`src/rtl/cpu_pkg.sv`:
```
// Shared encodings for the EX-stage branch resolver: branch kinds, condition
// codes, NZCV bit positions and the redirect/flush FSM states.
package cpu_pkg;

    localparam logic [1:0] BR_NONE  = 2'b00;
    localparam logic [1:0] BR_B     = 2'b01;
    localparam logic [1:0] BR_CBZ   = 2'b10;
    localparam logic [1:0] BR_BCOND = 2'b11;

    localparam logic [3:0] COND_EQ = 4'b0000;
    localparam logic [3:0] COND_NE = 4'b0001;
    localparam logic [3:0] COND_GE = 4'b1010;
    localparam logic [3:0] COND_LT = 4'b1011;

    localparam int FLAG_N = 3;
    localparam int FLAG_Z = 2;
    localparam int FLAG_C = 1;
    localparam int FLAG_V = 0;

    typedef enum logic [1:0] {
        ST_IDLE   = 2'd0,
        ST_FLUSH1 = 2'd1,
        ST_FLUSH2 = 2'd2
    } fsm_state_e;

endpackage

```
`src/rtl/branch_target_adder.sv`:
```
// Branch target: pc plus word offset (offset scaled by four), wrapping mod 2^64.
module branch_target_adder (
    input  logic [63:0] pc,
    input  logic [63:0] offset,
    output logic [63:0] target
);

    assign target = pc + (offset << 2);

endmodule

```
`src/rtl/cond_branch_resolve.sv`:
```
// Resolves branches in EX: decides taken, registers the target, and runs a
// two-cycle flush with a single redirect pulse. Also owns the NZCV register.
module cond_branch_resolve
    import cpu_pkg::*;
(
    input  logic        clk,
    input  logic        reset,
    input  logic        ex_valid,
    input  logic [1:0]  br_kind,
    input  logic [3:0]  cond,
    input  logic [63:0] pc_ex,
    input  logic [63:0] offset_ext,
    input  logic [63:0] reg_val,
    input  logic        set_flags,
    input  logic [3:0]  alu_flags,
    output logic        redirect,
    output logic [63:0] target,
    output logic        flush,
    output logic [3:0]  flags_q,
    output fsm_state_e  dbg_state
);

    fsm_state_e  state;
    logic [63:0] target_next;
    logic        qualified;
    logic        taken;

    branch_target_adder u_adder (
        .pc     (pc_ex),
        .offset (offset_ext),
        .target (target_next)
    );

    // Instructions arriving while a flush is in progress are being squashed.
    assign qualified = ex_valid && (state == ST_IDLE);
    assign dbg_state = state;

    always_comb begin
        taken = 1'b0;
        case (br_kind)
            BR_B:     taken = 1'b1;
            BR_CBZ:   taken = (reg_val == 64'd0);
            BR_BCOND: begin
                case (cond)
                    COND_EQ: taken = flags_q[FLAG_Z];
                    COND_NE: taken = !flags_q[FLAG_Z];
                    COND_GE: taken = (flags_q[FLAG_N] == flags_q[FLAG_V]);
                    COND_LT: taken = (flags_q[FLAG_N] != flags_q[FLAG_V]);
                    default: taken = 1'b0;
                endcase
            end
            default:  taken = 1'b0;
        endcase
    end

    always_ff @(posedge clk or posedge reset) begin
        if (reset) begin
            state    <= ST_IDLE;
            redirect <= 1'b0;
            flush    <= 1'b0;
            target   <= 64'h0;
            flags_q  <= 4'b0000;
        end else begin
            case (state)
                ST_IDLE: begin
                    if (qualified && taken) begin
                        state    <= ST_FLUSH1;
                        redirect <= 1'b1;
                        flush    <= 1'b1;
                        target   <= target_next;
                    end else begin
                        redirect <= 1'b0;
                        flush    <= 1'b0;
                    end
                end
                ST_FLUSH1: begin
                    state    <= ST_FLUSH2;
                    redirect <= 1'b0;
                    flush    <= 1'b1;
                end
                ST_FLUSH2: begin
                    state    <= ST_IDLE;
                    redirect <= 1'b0;
                    flush    <= 1'b0;
                end
                default: begin
                    state    <= ST_IDLE;
                    redirect <= 1'b0;
                    flush    <= 1'b0;
                end
            endcase
            // Flags update uses the old flags_q for this cycle's B.cond decision.
            if (qualified && set_flags) begin
                flags_q <= alu_flags;
            end
        end
    end

endmodule

```
`config.mk`:
```
export PLATFORM = sky130hd
export DESIGN_NAME = cond_branch_resolve
export DESIGN_NICKNAME = d
export VERILOG_FILES = /design/src/rtl/cpu_pkg.sv /design/src/rtl/branch_target_adder.sv /design/src/rtl/cond_branch_resolve.sv
export SDC_FILE = /design/constraint.sdc
export NUM_CORES = 1
export LEC_CHECK = 0
export BUFFER_PORTS_ARGS = -buffer_cell sky130_fd_sc_hd__buf_2
export CAP_MARGIN = 20
export CORE_ASPECT_RATIO = 1.4
export CORE_MARGIN = 2
export CORE_UTILIZATION = 25
export CTS_CLUSTER_SIZE = 25
export DETAILED_ROUTE_END_ITERATION = 10
export SLEW_MARGIN = 20
export SYNTH_ARGS = -nofsm -noshare
export SYNTH_HDL_FRONTEND = slang
export SYNTH_HIERARCHICAL = 1
export SYNTH_SLANG_ARGS = --single-unit
```
`constraint.sdc`:
```
create_clock -name clk -period 3.1 [get_ports clk]
set_input_delay 0.93 -clock clk [delete_from_list [all_inputs] [get_ports clk]]
set_output_delay 0.93 -clock clk [all_outputs]
set_load 0.005 [all_outputs]
```
---- Word-level counts from Yosys, hierarchy flattened ----
Cells that the tools add are included.
storage, ports and cells
  bits in registers ....................... 72
  input bits .............................. 206
  output and inout port bits .............. 72
operators by class
  add/subtract/negate cells ............... 1
  equality and inequality tests ........... 10
  mux-type cells .......................... 7
  reductions and logical operators ........ 8
operators with widths
  cell                count
  $add 64x64->64      1
  $logic_not 64->1    1
  $eq 4x4->1 const B  2
  $eq 2x1->1 const B  2
  $eq 2x2->1 const B  2
  $eq 4x1->1 const B  1
  $logic_not 4->1     1
  $pmux 1 s4          1
  $pmux 2 s2          1
  $logic_and 1x1->1   3
  $pmux 1 s3          1
  $logic_not 2->1     1
  $mux 1              2
  $mux 2              1
  $ne 2x1->1 const B  1
  $pmux 1 s2          1
  $reduce_and 2->1    1
  $eq 1x1->1          1
  $logic_not 1->1     1
  $ne 1x1->1          1

---- Logic depth before layout (Yosys ltp) ----
  word-level depth ........................ 6
  depth in mapped cells ................... 15

---- Modules after synthesis ----
The synthesis kept the hierarchy.
modules (own cells, without submodules)
  module               times used  cells each  area an instance (sq um)  sequential area each (sq um)
  branch_target_adder  1           493         3343.2                    0.0
  cond_branch_resolve  1           184         2984.1                    1801.7

---- Worst setup path after synthesis ----
No wires, ideal clock.
  path kind ............................... input to register
  start point ............................. input offset_ext[1]
  end point ............................... register target[61]
  setup time .............................. 0.125 ns
  arrival time ............................ 3.847 ns
  data required time ...................... 2.975 ns
  slack ................................... -0.872 ns
  stages .................................. 13
  path buffers ............................ 0
  path through ............................ ha_1 > a211o_1 > a21oi_2 > a211oi_1 > a311o_1 > o31a_1 > and4_4 > a21o_1 > a31o_1 > a211oi_2 > o31ai_1 > xor2_1 > mux2_2
between the ends
  word-level cells in the longest chain between the ends .. 1
ends and longest elaborated chain
  element               line                       source
  from (decl)           cond_branch_resolve.sv:12  input logic [63:0] offset_ext,
  $add 64x64->64        branch_target_adder.sv:8   assign target = pc + (offset << 2);
  net target_next[61]   cond_branch_resolve.sv:24  logic [63:0] target_next;
  to (signal assigned)  cond_branch_resolve.sv:70  target <= target_next;
  to (decl)             cond_branch_resolve.sv:17  output logic [63:0] target,
The timed path passes the listed nets, and every way through them passes these cells.
A chain may end at the register's enable or synchronous reset.

---- Worst setup path in the final report ----
  start point ............................. input offset_ext[5]
  end point ............................... register target[61]
Same word-level chain as after synthesis.

==> flow_summary.json <==
{
  "layout.nets": 1399,
  "via_count": 6961,
  "fin_crit_ns": 3.67,
  "peakVddDrop_v": 0.000311,
  "wl_per_cell_um": 16.0,
  "io_pins": 278,
  "fp.coreArea_um2": 24800,
  "fp.dieArea_um2": 26600,
  "synth_edf_count": 0,
  "drc_errors": 0,
  "grt_remaining_overflow": 0,
  "critPathMostFrequentCell": "buf_4",
  "antenna_found_initial": 0,
  "grt_max_degree": 42,
  "synthTopCellsByCount": "72 x a21oi_1, 72 x dfrtp_1, 61 x ha_1",
  "synth_top_cell_area_share_pct": 28.5,
  "synthDistinctLibCells": 58,
  "finalInstanceArea_um2": 10500,
  "power_density_nw_per_um2": 497,
  "areaGrowthSynthToFinish_pct": 65.8,
  "viasPerCell": 4.80,
  "cts_buffers": 9,
  "ys_seq_area_share_pct": 28.5,
  "r2r_slack_ns": 0.86,
  "slew_violations": 0,
  "cts_tree": "built",
  "io_buffers": 275,
  "dieHeight_um": 192,
  "htreeDepth": 3,
  "grt_pass1_wl_um": 35800,
  "holdCritPathClass": "reg2reg",
  "place_area_um2": 9460,
  "cts_root_buffer": "clkbuf_16",
  "max-clock-path-buffers": 2,
  "synthCells": 677,
  "cts.sinks": 72,
  "crit_type": "in2reg",
  "slew_headroom_pct": 57.7,
  "syn-cell-area_um2": 6330,
  "avgSynthCellArea_um2": 9.35,
  "hold_viol_final": 0,
  "clk_pin_slew_ns": 0.06,
  "drtPass1Iterations": 4,
  "cp_max_fo": 3,
  "yosys_warnings": 6,
  "antenna_cells": 0,
  "clock_latency_ns": 0.35,
  "utilization_pct": 42.4,
  "synth_ff_type": "dfrtp_1",
  "ys_ff_latch": 72,
  "worstSetupEndpointType": "flip-flop",
  "die_w_um": 138,
  "tightest_slew_ns": 0.634,
  "drive_gt1_share_pct": 55.3,
  "arrival_ns": 3.90,
  "setup_viol": 32,
  "synth_top_area_cell": "dfrtp_1",
  "grt_pass1_vias": 7336,
  "grt_use_total_pct": 16.9,
  "ant_nets": 0,
  "worstPathRequired_ns": 3.33,
  "startpoint_type": "input pin",
  "path_cells": "buf_6, ha_4, o21a_1, o211ai_1, buf_4, a211oi_4, a311o_1, o31a_1, and4_4, a21o_1, a31o_1, a211oi_2, buf_4, o31ai_2, xor2_1, mux2_4",
  "initial_core_util_pct": 25.6,
  "layout_setup_ws_ns": -0.566,
  "drt_iter0_drc": 232,
  "async_flop_share_pct": 100,
  "place.gp.congestion": 0.828,
  "max_clock_freq_ghz": 0.273,
  "fin_crit_sh_pct": 118,
  "hpwl_um": 19000,
  "yosys-top-cells-area": "dfrtp_1 28%, ha_1 12%, mux2_2 7.3%",
  "drv_cap": 0,
  "slowest_stage": "a311o_1",
  "violations": "setup timing",
  "max_stage_delay_ns": 0.32,
  "leakage_nw": 5.32,
  "rows": 68,
  "cts-hold-fix-buffers": 0,
  "synth_fp_nets": 945,
  "outcome": "complete, but fails checks",
  "rsz0062_at_grt": "true",
  "finClkSkew_ns": 0.0105,
  "wl_um": 23200
}
==> stage by stage <==
stage	setup WS, ns	TNS [ns]	hold WS [ns]	cells	total power [mW]
after detailed placement	-1.20	-31.37	0.458	1411	3.92
after global placement	-1.15	-30.00	0.446	1411	3.88
after CTS	-0.637	-12.28	0.468	1440	5.19
final	-0.566	-10.89	0.466	1451	5.21
after floorplan	-0.766	-8.37	0.457	677	2.76
after global routing	-0.706	-13.99	0.488	1451	5.55
==> layout make-up <==
class,instances,area (um2)
Inverter,22,86.3
Clock inverter,5,56.3
Tap cell,315,394
Multi-Input combinational cell,560,4910
Clock buffer,11,243
Timing Repair Buffer,466,2990
Fill cell,2420,14300
Sequential cell,72,1800
==> cells by family after synthesis <==
family                   count (synthesis)  synth area share, %
flip-flops                              72                 28.5
AND/OR/NAND/NOR                        166                 13.3
multiplexers                            68                 13.7
buffers and inverters                   45                 3.32
adder cells (fa/ha/maj)                 62                 12.4
AO/OA/AOI/OAI                          202                 20.0
XOR/XNOR                                62                 8.80
==> state kept, by name (all words and copies together) (netlist names) <==
name	flops
target	64
dbg_state	2
flush	1
redirect	1
flags_q	4
==> routing by layer <==
metal,GRT usage (%),share of wire [%],vias up
met1,17.8,38,3290
met3,2.14,4.1,30
li1,-,-,3426
met5,0,0,-
met2,33.9,55,215
met4,6.67,2.6,0
==> power breakdown <==
part / internal [mW] / leakage (nW) / switching (mW) / total, mW
clock: 0.644 / 0.145 / 0.431 / 1.08
sequential: 1.35 / 0.861 / 0.231 / 1.58
combinational: 1.49 / 4.31 / 1.07 / 2.56
==> worst paths after layout <==
check,from,endpoint,cells after the start
max reg2reg,flags_q[0]$_DFFE_PP0P_,target[31]$_DFFE_PP0P_,6
max in group asynchronous,reset,target[39]$_DFFE_PP0P_,3
min reg2reg,dbg_state[1]$_DFFE_PP0P_,dbg_state[1]$_DFFE_PP0P_,1
min,dbg_state[1]$_DFFE_PP0P_,dbg_state[1]$_DFFE_PP0P_,1
max,offset_ext[5],target[61]$_DFFE_PP0P_,16
min in group asynchronous,reset,flags_q[3]$_DFFE_PP0P_,2
==> repair_timing <==
action                                  in CTS  in global routing
gates resized for setup                     83                 37
endpoints found under the setup margin      37                 36
buffers inserted                            16                 17
pin swaps                                   52                 39
==> critical path, delay by kind of cell <==
kind                     cells  cell delay [ns]
AO/OA/AOI/OAI                9             1.73
buffers and inverters        3             0.44
multiplexers                 1             0.27
adder cells (fa/ha/maj)      1             0.23
AND/OR/NAND/NOR              1             0.16
XOR/XNOR                     1             0.15
==> cells in the final DEF, fill, tap and decap left out, drive strengths merged, types with 5 or more instances in the layout <==
cell type,netlist,routed
nor2,31,31
nand4,21,21
nand2b,6,6
a21oi,74,74
a21o,30,30
o21bai,12,12
a31oi,6,6
o21ai,41,41
ha,61,61
xnor2,38,38
dfrtp,72,72
nor2b,7,7
xor2,23,23
nand3,16,16
buf,9,466
nand2,45,45
nor3,6,6
o21a,5,5
o31a,5,5
nor4,18,18
mux2,68,68
inv,22,21
clkbuf,14,11
No activity file was read; power rests on OpenSTA's default activity.
